File: config.mk
export PLATFORM = sky130hd
export DESIGN_NAME = commit_order_unit
export DESIGN_NICKNAME = d
export VERILOG_FILES = /design/src/rtl/commit_order_unit.sv
export SDC_FILE = /design/constraint.sdc
export NUM_CORES = 2
export LEC_CHECK = 0
export ABC_CLOCK_PERIOD_IN_PS = 29900
export CORE_ASPECT_RATIO = 0.6
export CORE_UTILIZATION = 53
export CTS_CLUSTER_DIAMETER = 60
export DETAILED_ROUTE_END_ITERATION = 10
export MAX_ROUTING_LAYER = met4
export PLACE_DENSITY = 0.8
export SYNTH_ARGS = -nofsm -noshare
export SYNTH_HDL_FRONTEND = slang
export SYNTH_SLANG_ARGS = --single-unit
File: constraint.sdc
create_clock -name clk -period 29.9 [get_ports clk]
set_clock_uncertainty 0.15 [all_clocks]
set_input_delay 7.475 -clock clk [delete_from_list [all_inputs] [get_ports clk]]
set_output_delay 7.475 -clock clk [all_outputs]
set_load 0.05 [all_outputs]
File: src/rtl/commit_order_unit.sv
// rtl/commit_order_unit.sv - in-order commit buffer for out-of-order completions
//
// Purpose: completions arrive tagged with a seq_num in any order. Each one is parked
// in the slot indexed by its seq_num. The head slot drains into registered commit_*
// outputs, at most one per cycle and strictly in seq_num order, wrapping modulo
// 2**p_seq_num_bits.
//
// Optional feature: define COMMIT_ORDER_BYPASS_EN to let a completion that targets an
// empty head slot go straight to commit_*. This gives a one-cycle commit latency
// instead of two.
//
// Ports:
//   clk, rst              clock; synchronous active-high reset
//   complete_val/_rdy     completion handshake (rdy = !rst)
//   complete_seq_num      slot index of the completing instruction
//   complete_pc/_waddr/_wdata/_wen   completion payload
//   commit_val            one-cycle pulse per committed seq_num (no back-pressure)
//   commit_seq_num        seq_num being committed
//   commit_pc/_waddr/_wdata/_wen     committed payload
//   head_seq_num          next seq_num to commit
//   num_pending           buffered, not yet committed completions
module commit_order_unit #(
  parameter int p_seq_num_bits = 5
) (
  input  logic                      clk,
  input  logic                      rst,
  input  logic                      complete_val,
  output logic                      complete_rdy,
  input  logic [p_seq_num_bits-1:0] complete_seq_num,
  input  logic [31:0]               complete_pc,
  input  logic [4:0]                complete_waddr,
  input  logic [31:0]               complete_wdata,
  input  logic                      complete_wen,
  output logic                      commit_val,
  output logic [p_seq_num_bits-1:0] commit_seq_num,
  output logic [31:0]               commit_pc,
  output logic [4:0]                commit_waddr,
  output logic [31:0]               commit_wdata,
  output logic                      commit_wen,
  output logic [p_seq_num_bits-1:0] head_seq_num,
  output logic [p_seq_num_bits:0]   num_pending
);

  localparam int n_slots = 1 << p_seq_num_bits;
  localparam int cnt_w   = p_seq_num_bits + 1;
  typedef logic [p_seq_num_bits-1:0] seq_t;
  typedef logic [cnt_w-1:0]          cnt_t;

  logic [n_slots-1:0] valid_q, valid_d;
  logic [31:0]        pc_q    [n_slots];
  logic [31:0]        pc_d    [n_slots];
  logic [4:0]         waddr_q [n_slots];
  logic [4:0]         waddr_d [n_slots];
  logic [31:0]        wdata_q [n_slots];
  logic [31:0]        wdata_d [n_slots];
  logic [n_slots-1:0] wen_q, wen_d;

  seq_t        head_q, head_d;
  cnt_t        num_pending_q, num_pending_d;
  logic        commit_val_q, commit_val_d;
  seq_t        commit_seq_num_q, commit_seq_num_d;
  logic [31:0] commit_pc_q, commit_pc_d;
  logic [4:0]  commit_waddr_q, commit_waddr_d;
  logic [31:0] commit_wdata_q, commit_wdata_d;
  logic        commit_wen_q, commit_wen_d;

  logic accept, dup, bypass, write, head_hit;

  assign complete_rdy = !rst;

  always_comb begin
    accept   = complete_val && complete_rdy;
    head_hit = valid_q[head_q];
    // A completion aimed at a slot that is still occupied is discarded; the
    // original payload wins.
    dup      = accept && valid_q[complete_seq_num];
    bypass   = 1'b0;
`ifdef COMMIT_ORDER_BYPASS_EN
    bypass   = accept && !head_hit && (complete_seq_num == head_q);
`endif
    write    = accept && !dup && !bypass;

    valid_d          = valid_q;
    pc_d             = pc_q;
    waddr_d          = waddr_q;
    wdata_d          = wdata_q;
    wen_d            = wen_q;
    head_d           = head_q;
    commit_val_d     = 1'b0;
    commit_seq_num_d = commit_seq_num_q;
    commit_pc_d      = commit_pc_q;
    commit_waddr_d   = commit_waddr_q;
    commit_wdata_d   = commit_wdata_q;
    commit_wen_d     = commit_wen_q;

    if (head_hit) begin
      commit_val_d     = 1'b1;
      commit_seq_num_d = head_q;
      commit_pc_d      = pc_q[head_q];
      commit_waddr_d   = waddr_q[head_q];
      commit_wdata_d   = wdata_q[head_q];
      commit_wen_d     = wen_q[head_q];
      valid_d[head_q]  = 1'b0;
      head_d           = head_q + seq_t'(1);
    end else if (bypass) begin
      commit_val_d     = 1'b1;
      commit_seq_num_d = head_q;
      commit_pc_d      = complete_pc;
      commit_waddr_d   = complete_waddr;
      commit_wdata_d   = complete_wdata;
      commit_wen_d     = complete_wen;
      head_d           = head_q + seq_t'(1);
    end

    // write needs an empty slot and head_hit needs a full one, so they never
    // target the same slot in one cycle.
    if (write) begin
      valid_d[complete_seq_num] = 1'b1;
      pc_d[complete_seq_num]    = complete_pc;
      waddr_d[complete_seq_num] = complete_waddr;
      wdata_d[complete_seq_num] = complete_wdata;
      wen_d[complete_seq_num]   = complete_wen;
    end

    num_pending_d = num_pending_q + cnt_t'(write) - cnt_t'(head_hit);
  end

  always_ff @(posedge clk) begin
    if (rst) begin
      valid_q          <= '0;
      head_q           <= '0;
      num_pending_q    <= '0;
      commit_val_q     <= 1'b0;
      commit_seq_num_q <= '0;
      commit_pc_q      <= '0;
      commit_waddr_q   <= '0;
      commit_wdata_q   <= '0;
      commit_wen_q     <= 1'b0;
    end else begin
      valid_q          <= valid_d;
      head_q           <= head_d;
      num_pending_q    <= num_pending_d;
      commit_val_q     <= commit_val_d;
      commit_seq_num_q <= commit_seq_num_d;
      commit_pc_q      <= commit_pc_d;
      commit_waddr_q   <= commit_waddr_d;
      commit_wdata_q   <= commit_wdata_d;
      commit_wen_q     <= commit_wen_d;
    end
  end

  // Slot payload is qualified by valid_q, so it needs no reset.
  always_ff @(posedge clk) begin
    pc_q    <= pc_d;
    waddr_q <= waddr_d;
    wdata_q <= wdata_d;
    wen_q   <= wen_d;
  end

  assign commit_val     = commit_val_q;
  assign commit_seq_num = commit_seq_num_q;
  assign commit_pc      = commit_pc_q;
  assign commit_waddr   = commit_waddr_q;
  assign commit_wdata   = commit_wdata_q;
  assign commit_wen     = commit_wen_q;
  assign head_seq_num   = head_q;
  assign num_pending    = num_pending_q;

`ifndef SYNTHESIS
  always_ff @(posedge clk) begin
    if (!rst && complete_val) begin
      assert (!valid_q[complete_seq_num])
        else $warning("commit_order_unit: duplicate completion for seq %0d dropped",
                      complete_seq_num);
    end
  end
`endif

endmodule

# [Yosys cells after proc, flatten, opt, wreduce, memory -nomap -nowiden]
# Index checks and enable logic that the tools add are counted.
[op_classes] add_sub_neg=3 n_lt_le_gt_ge=7 mux=30 n_bitwise=5 reduce_logical=8
[op_table] cell="$bwmux 1024" count=2
[op_table] cell="$bmux 32 s5" count=2
[op_table] cell="$mux 32" count=7
[op_table] cell="$bwmux 160" count=1
[op_table] cell="$demux 32 s5" count=1
[op_table] cell="$and 32x32->32" count=1
[op_table] cell="$bwmux 32" count=1
[op_table] cell="$not 32->32" count=1
[op_table] cell="$or 32x32->32" count=1
[op_table] cell="$bmux 5 s5" count=1
[op_table] cell="$demux 5 s5" count=1
[op_table] cell="$bmux 1 s5" count=3
[op_table] cell="$mux 5" count=3
[op_table] cell="$ge 6x6->1 const B" count=2
[op_table] cell="$lt 5x6->1 const B" count=2
[op_table] cell="$not 5->6" count=2
[op_table] cell="$demux 1 s5" count=2
[op_table] cell="$ge 5x1->1 const B" count=2
[op_table] cell="$add 6x1->6" count=1
[op_table] cell="$logic_and 1x1->1" count=6
[op_table] cell="$lt 6x1->1 const B" count=1
[op_table] cell="$mux 1" count=6
[op_table] cell="$sub 6x1->6" count=1
[op_table] cell="$add 5x1->5 const B" count=1
[op_table] cell="$logic_not 1->1" count=2
[totals] register_bits=2359 inputBits=78 out_inout_bits=88 elab_cells=159

# [Longest topological paths before layout]
[logic_depth] ltp_word=9 ltp_mapped=20 mapped_depth_nobuf=14

# [Least setup slack after synthesis]
# No wires, ideal clock.
[synth_path] kind="input port to flip-flop" startpoint="input port complete_seq_num[0]" endpoint="register pc_q[128] (netlist bit) (enable)" setup_time_ns=0.671 arrival_time_ns=15.705 required_time_ns=29.079 path_slack_ns=13.375 stages=7 n_path_buf=2 path_cell_list="buf_2 mux4_2 nor2b_1 nor4_1 nand2_1 clkbuf_1 nor4_1"
[synth_via] elab_chain_len=5
[synth_rtl] item="start, declared" line_no="29" rtl="input logic [p_seq_num_bits-1:0] complete_seq_num,"
[synth_rtl] item="$bmux 1 s5" line_no="76" rtl="dup = accept && valid_q[complete_seq_num];"
[synth_rtl] item="$mux 1 (not written as such)" line_no="76"
[synth_rtl] item="$logic_and 1x1->1" line_no="76"
[synth_rtl] item="$logic_not 1->1" line_no="81" rtl="write = accept && !dup && !bypass;"
[synth_rtl] item="$logic_and 1x1->1" line_no="81"
[synth_rtl] item="end signal, assigned" line_no="154" rtl="pc_q <= pc_d;"
[synth_rtl] item="end, declared" line_no="50" rtl="logic [31:0] pc_q [n_slots];"
# No other way between the ends. The select of a mux whose other input is x is not followed.
# A chain may end at the register's enable or synchronous reset.

# [Worst setup path in the final report]
[layout_path] startpoint="input port rst" endpoint="output port complete_rdy"
[layout_via] elab_chain_len=1
[layout_rtl] item="start, declared" line_no="26" rtl="input logic rst,"
[layout_rtl] item="$logic_not 1->1" line_no="69" rtl="assign complete_rdy = !rst;"
[layout_rtl] item="end, declared" line_no="28" rtl="output logic complete_rdy,"
# No other way between the ends.

==> flow_metrics.py <==
metrics = {
    "status": {
        "outcome": "finished clean",
    },
    "timing": {
        "slew_viol_final": 0,
        "tightest_slew_ns": 1.25,
        "fmax_mhz": 57.6,
        "rsz0062_at_grt": "false",
        "post-route-min-period_ns": 17.36,
        "fin_crit_sh_pct": 58.1,
        "final.setup.tns_ns": 0,
        "hold_viol": 0,
        "slew_headroom_pct": 16.5,
        "setup-violations-final": 0,
    },
    "final_layout": {
        "syn2layout_area_growth_pct": 12.0,
        "final_cell_area_sq_um": 101000,
        "finish.net_count": 5280,
        "final_cells": 7622,
        "drive_above_1_share_pct": 10.3,
        "fill_cells": 11600,
        "final_core_util_pct": 59.8,
    },
    "synth": {
        "netlist_area_sq_um": 90600,
        "synth-edff-count": 2240,
        "synth_seq_area_share_pct": 76.9,
        "synth.most_common_cell": "edfxtp_1",
        "synthFlopType": "edfxtp_1",
        "ys_seq_elements": 2359,
        "synth_common_cells": "edfxtp_1 (2240), mux2i_1 (1130), o22ai_1 (564), clkbuf_1 (183), nor4_1 (151)",
        "synth-warning-count": 0,
        "avgSynthCellArea_sq_um": 18.0,
        "ys_async_sr_fraction_pct": 0,
        "yosysTopAreaCellShare_pct": 74.3,
        "synth_top_area_cell": "edfxtp_1",
        "synthDistinctLibCells": 67,
        "synthCells": 5024,
        "synthTopCellsByArea": "edfxtp_1 (74%), mux2i_1 (12%), o22ai_1 (3.9%)",
        "syn_nets": 5113,
    },
    "grt": {
        "grt_pass1_wl_um": 324000,
        "grt_max_degree": 145,
        "grt_pass1_vias": 47800,
        "grt_usage_pct": 26.7,
        "antenna_found_initial": 13,
        "grt_overflow_total": 0,
    },
    "clock_tree": {
        "cts_buffers": 203,
        "cts_resized": 0,
        "root_buffer": "clkbuf_16",
        "ctsHtreeMaxLevel": 4,
        "clk_pin_slew_worst_paths_ns": 0.07,
        "cts_hold_buf": 0,
        "cts_sinks": 2359,
        "cts_tree": "built",
        "postCtsSetupBuffers": 0,
        "worstSkewPairLatency_ns": 0.87,
        "cts_buffer_depth": 4,
    },
    "worst_setup_path": {
        "crit_type": "in -> out",
        "startpoint": "rst",
        "reg2reg_from": "head_seq_num[1]",
        "crit_path_start_kind": "primary input",
        "worstPathArrival_ns": 9.74,
        "cp_max_fo": 71,
        "cp.required_ns": 22.28,
        "end_kind": "output port",
    },
    "place": {
        "dp_hpwl_um": 114000,
        "place_inst": 7247,
        "place_congestion": 0.853,
        "postPlaceCellArea_sq_um": 94800,
        "port_buffers": 165,
    },
    "pwr": {
        "p_leak_uw": 0.0298,
        "peakVddDrop_mv": 0.0561,
        "p_per_area_nw_per_um2": 66.7,
    },
    "route": {
        "num_vias": 49700,
        "post_drt_via_cell_ratio": 6.52,
        "drtAntennaViolNets": 0,
        "drc_errors": 0,
        "routed_wl_um": 228000,
        "first_iter_violations": 7200,
        "drtPass1Iterations": 6,
        "wl_per_cell_um": 29.9,
    },
    "job": {
        "drv_cap": 0,
    },
    "floorplanning": {
        "io_pins": 166,
        "die_area_sq_um": 173000,
        "rows": 117,
        "initial_utilization_pct": 53.4,
        "fp.dieW_um": 536,
        "core_sq_um": 170000,
        "chipHeight_um": 322,
    },
    "min_path": {
        "hp-class": "reg -> reg",
        "worstHoldStart": "valid_q[15]",
    },
}
registers in the layout, summed over array words and instances (netlist names):
name	cells
commit_seq_num	5
wen_q	32
valid_q	32
commit_wen	1
pc_q	1024
commit_val	1
num_pending	6
head_seq_num	5
commit_pc	32
waddr_q	160
wdata_q	1024
commit_waddr	5
commit_wdata	32
where the power goes:
part           leakage [uW]  total [uW]  switching (uW)  internal [uW]
logic               0.00551         471             314            156
registers            0.0211        3670            18.4           3650
clock network       0.00320        2620            1170           1450
cell families after synthesis:
| family | share of synthesized area (%) |
|---|---|
| AO/OA/AOI/OAI | 5.14 |
| XOR/XNOR | 0.0387 |
| adder cells (fa/ha/maj) | 0.160 |
| buffers and inverters | 1.70 |
| flip-flops | 76.9 |
| multiplexers | 13.7 |
| AND/OR/NAND/NOR | 2.35 |
through the flow:
step | power (uW) | hold slack [ns] | setup slack [ns]
2_1_floorplan | 4020 | 0.309 | 13.37
3_3_place_gp | 4200 | 0.324 | 12.57
3_5_place_dp | 4200 | 0.346 | 12.54
4_1_cts | 6770 | 0.355 | 12.54
5_1_grt | 6930 | 0.379 | 12.45
6_report | 6760 | 0.358 | 12.54
final cells by class:
class / count / area [sq um] / area share (%)
clock inverter: 101 / 1020 / 1.01
multi-input combinational: 2311 / 19700 / 19.4
clock buffer: 265 / 5520 / 5.45
antenna: 9 / 22.5 / 0.0222
tap: 2261 / 2830 / 2.79
sequential: 2359 / 69700 / 68.7
timing repair buffer: 275 / 2530 / 2.50
inverter: 41 / 156 / 0.154
cell usage in the layout, fill, tap and decap left out, types with 5 or more instances in the layout:
master and instances:
edfxtp_1 2240, mux2i_1 1130, o22ai_1 564, clkbuf_16 203, clkdlybuf4s50_1 164, nor4_1 146, dfxtp_1 118, buf_4 106
nor2b_1 78, a21oi_1 76, mux2_2 70, clkbuf_1 41, inv_1 39, clkinv_1 36, clkinv_2 26, nand2_1 24
clkbuf_8 21, nor3_2 18, bufinv_16 17, a211o_1 15, o31ai_1 15, nor2_1 13, mux2_4 12, or3_1 10
ha_1 10, diode_2 9, o21ai_0 9, nor2_4 9, a311o_1 9, nand2b_1 8, inv_6 8, mux4_2 6
and2_1 6, o41ai_1 6, o311ai_0 6, clkinvlp_4 6, nor4_2 5, a31o_2 5
critical path: stages:
cell and delay [ns]:
buf_8 0.49, clkinv_1 0.80, clkdlybuf4s50_1 0.91
layer usage:
| layer | track usage, % | vias up | part of all wire, % |
|---|---|---|---|
| met5 | - | - | 0 |
| met1 | 37.2 | 25200 | 39 |
| li1 | - | 20700 | - |
| met4 | 6.89 | 0 | 2.5 |
| met3 | 5.85 | 463 | 13 |
| met2 | 40.3 | 3427 | 46 |
final timing paths:
check	endpoint	cells after the start	slack [ns]
worst max-delay path	complete_rdy	3	12.54
worst min-delay path	valid_q[15]	2	0.36
worst max register to register	commit_pc[0]	9	23.50
worst min register to register	valid_q[15]	2	0.36
(Power assumes the default switching activity.)
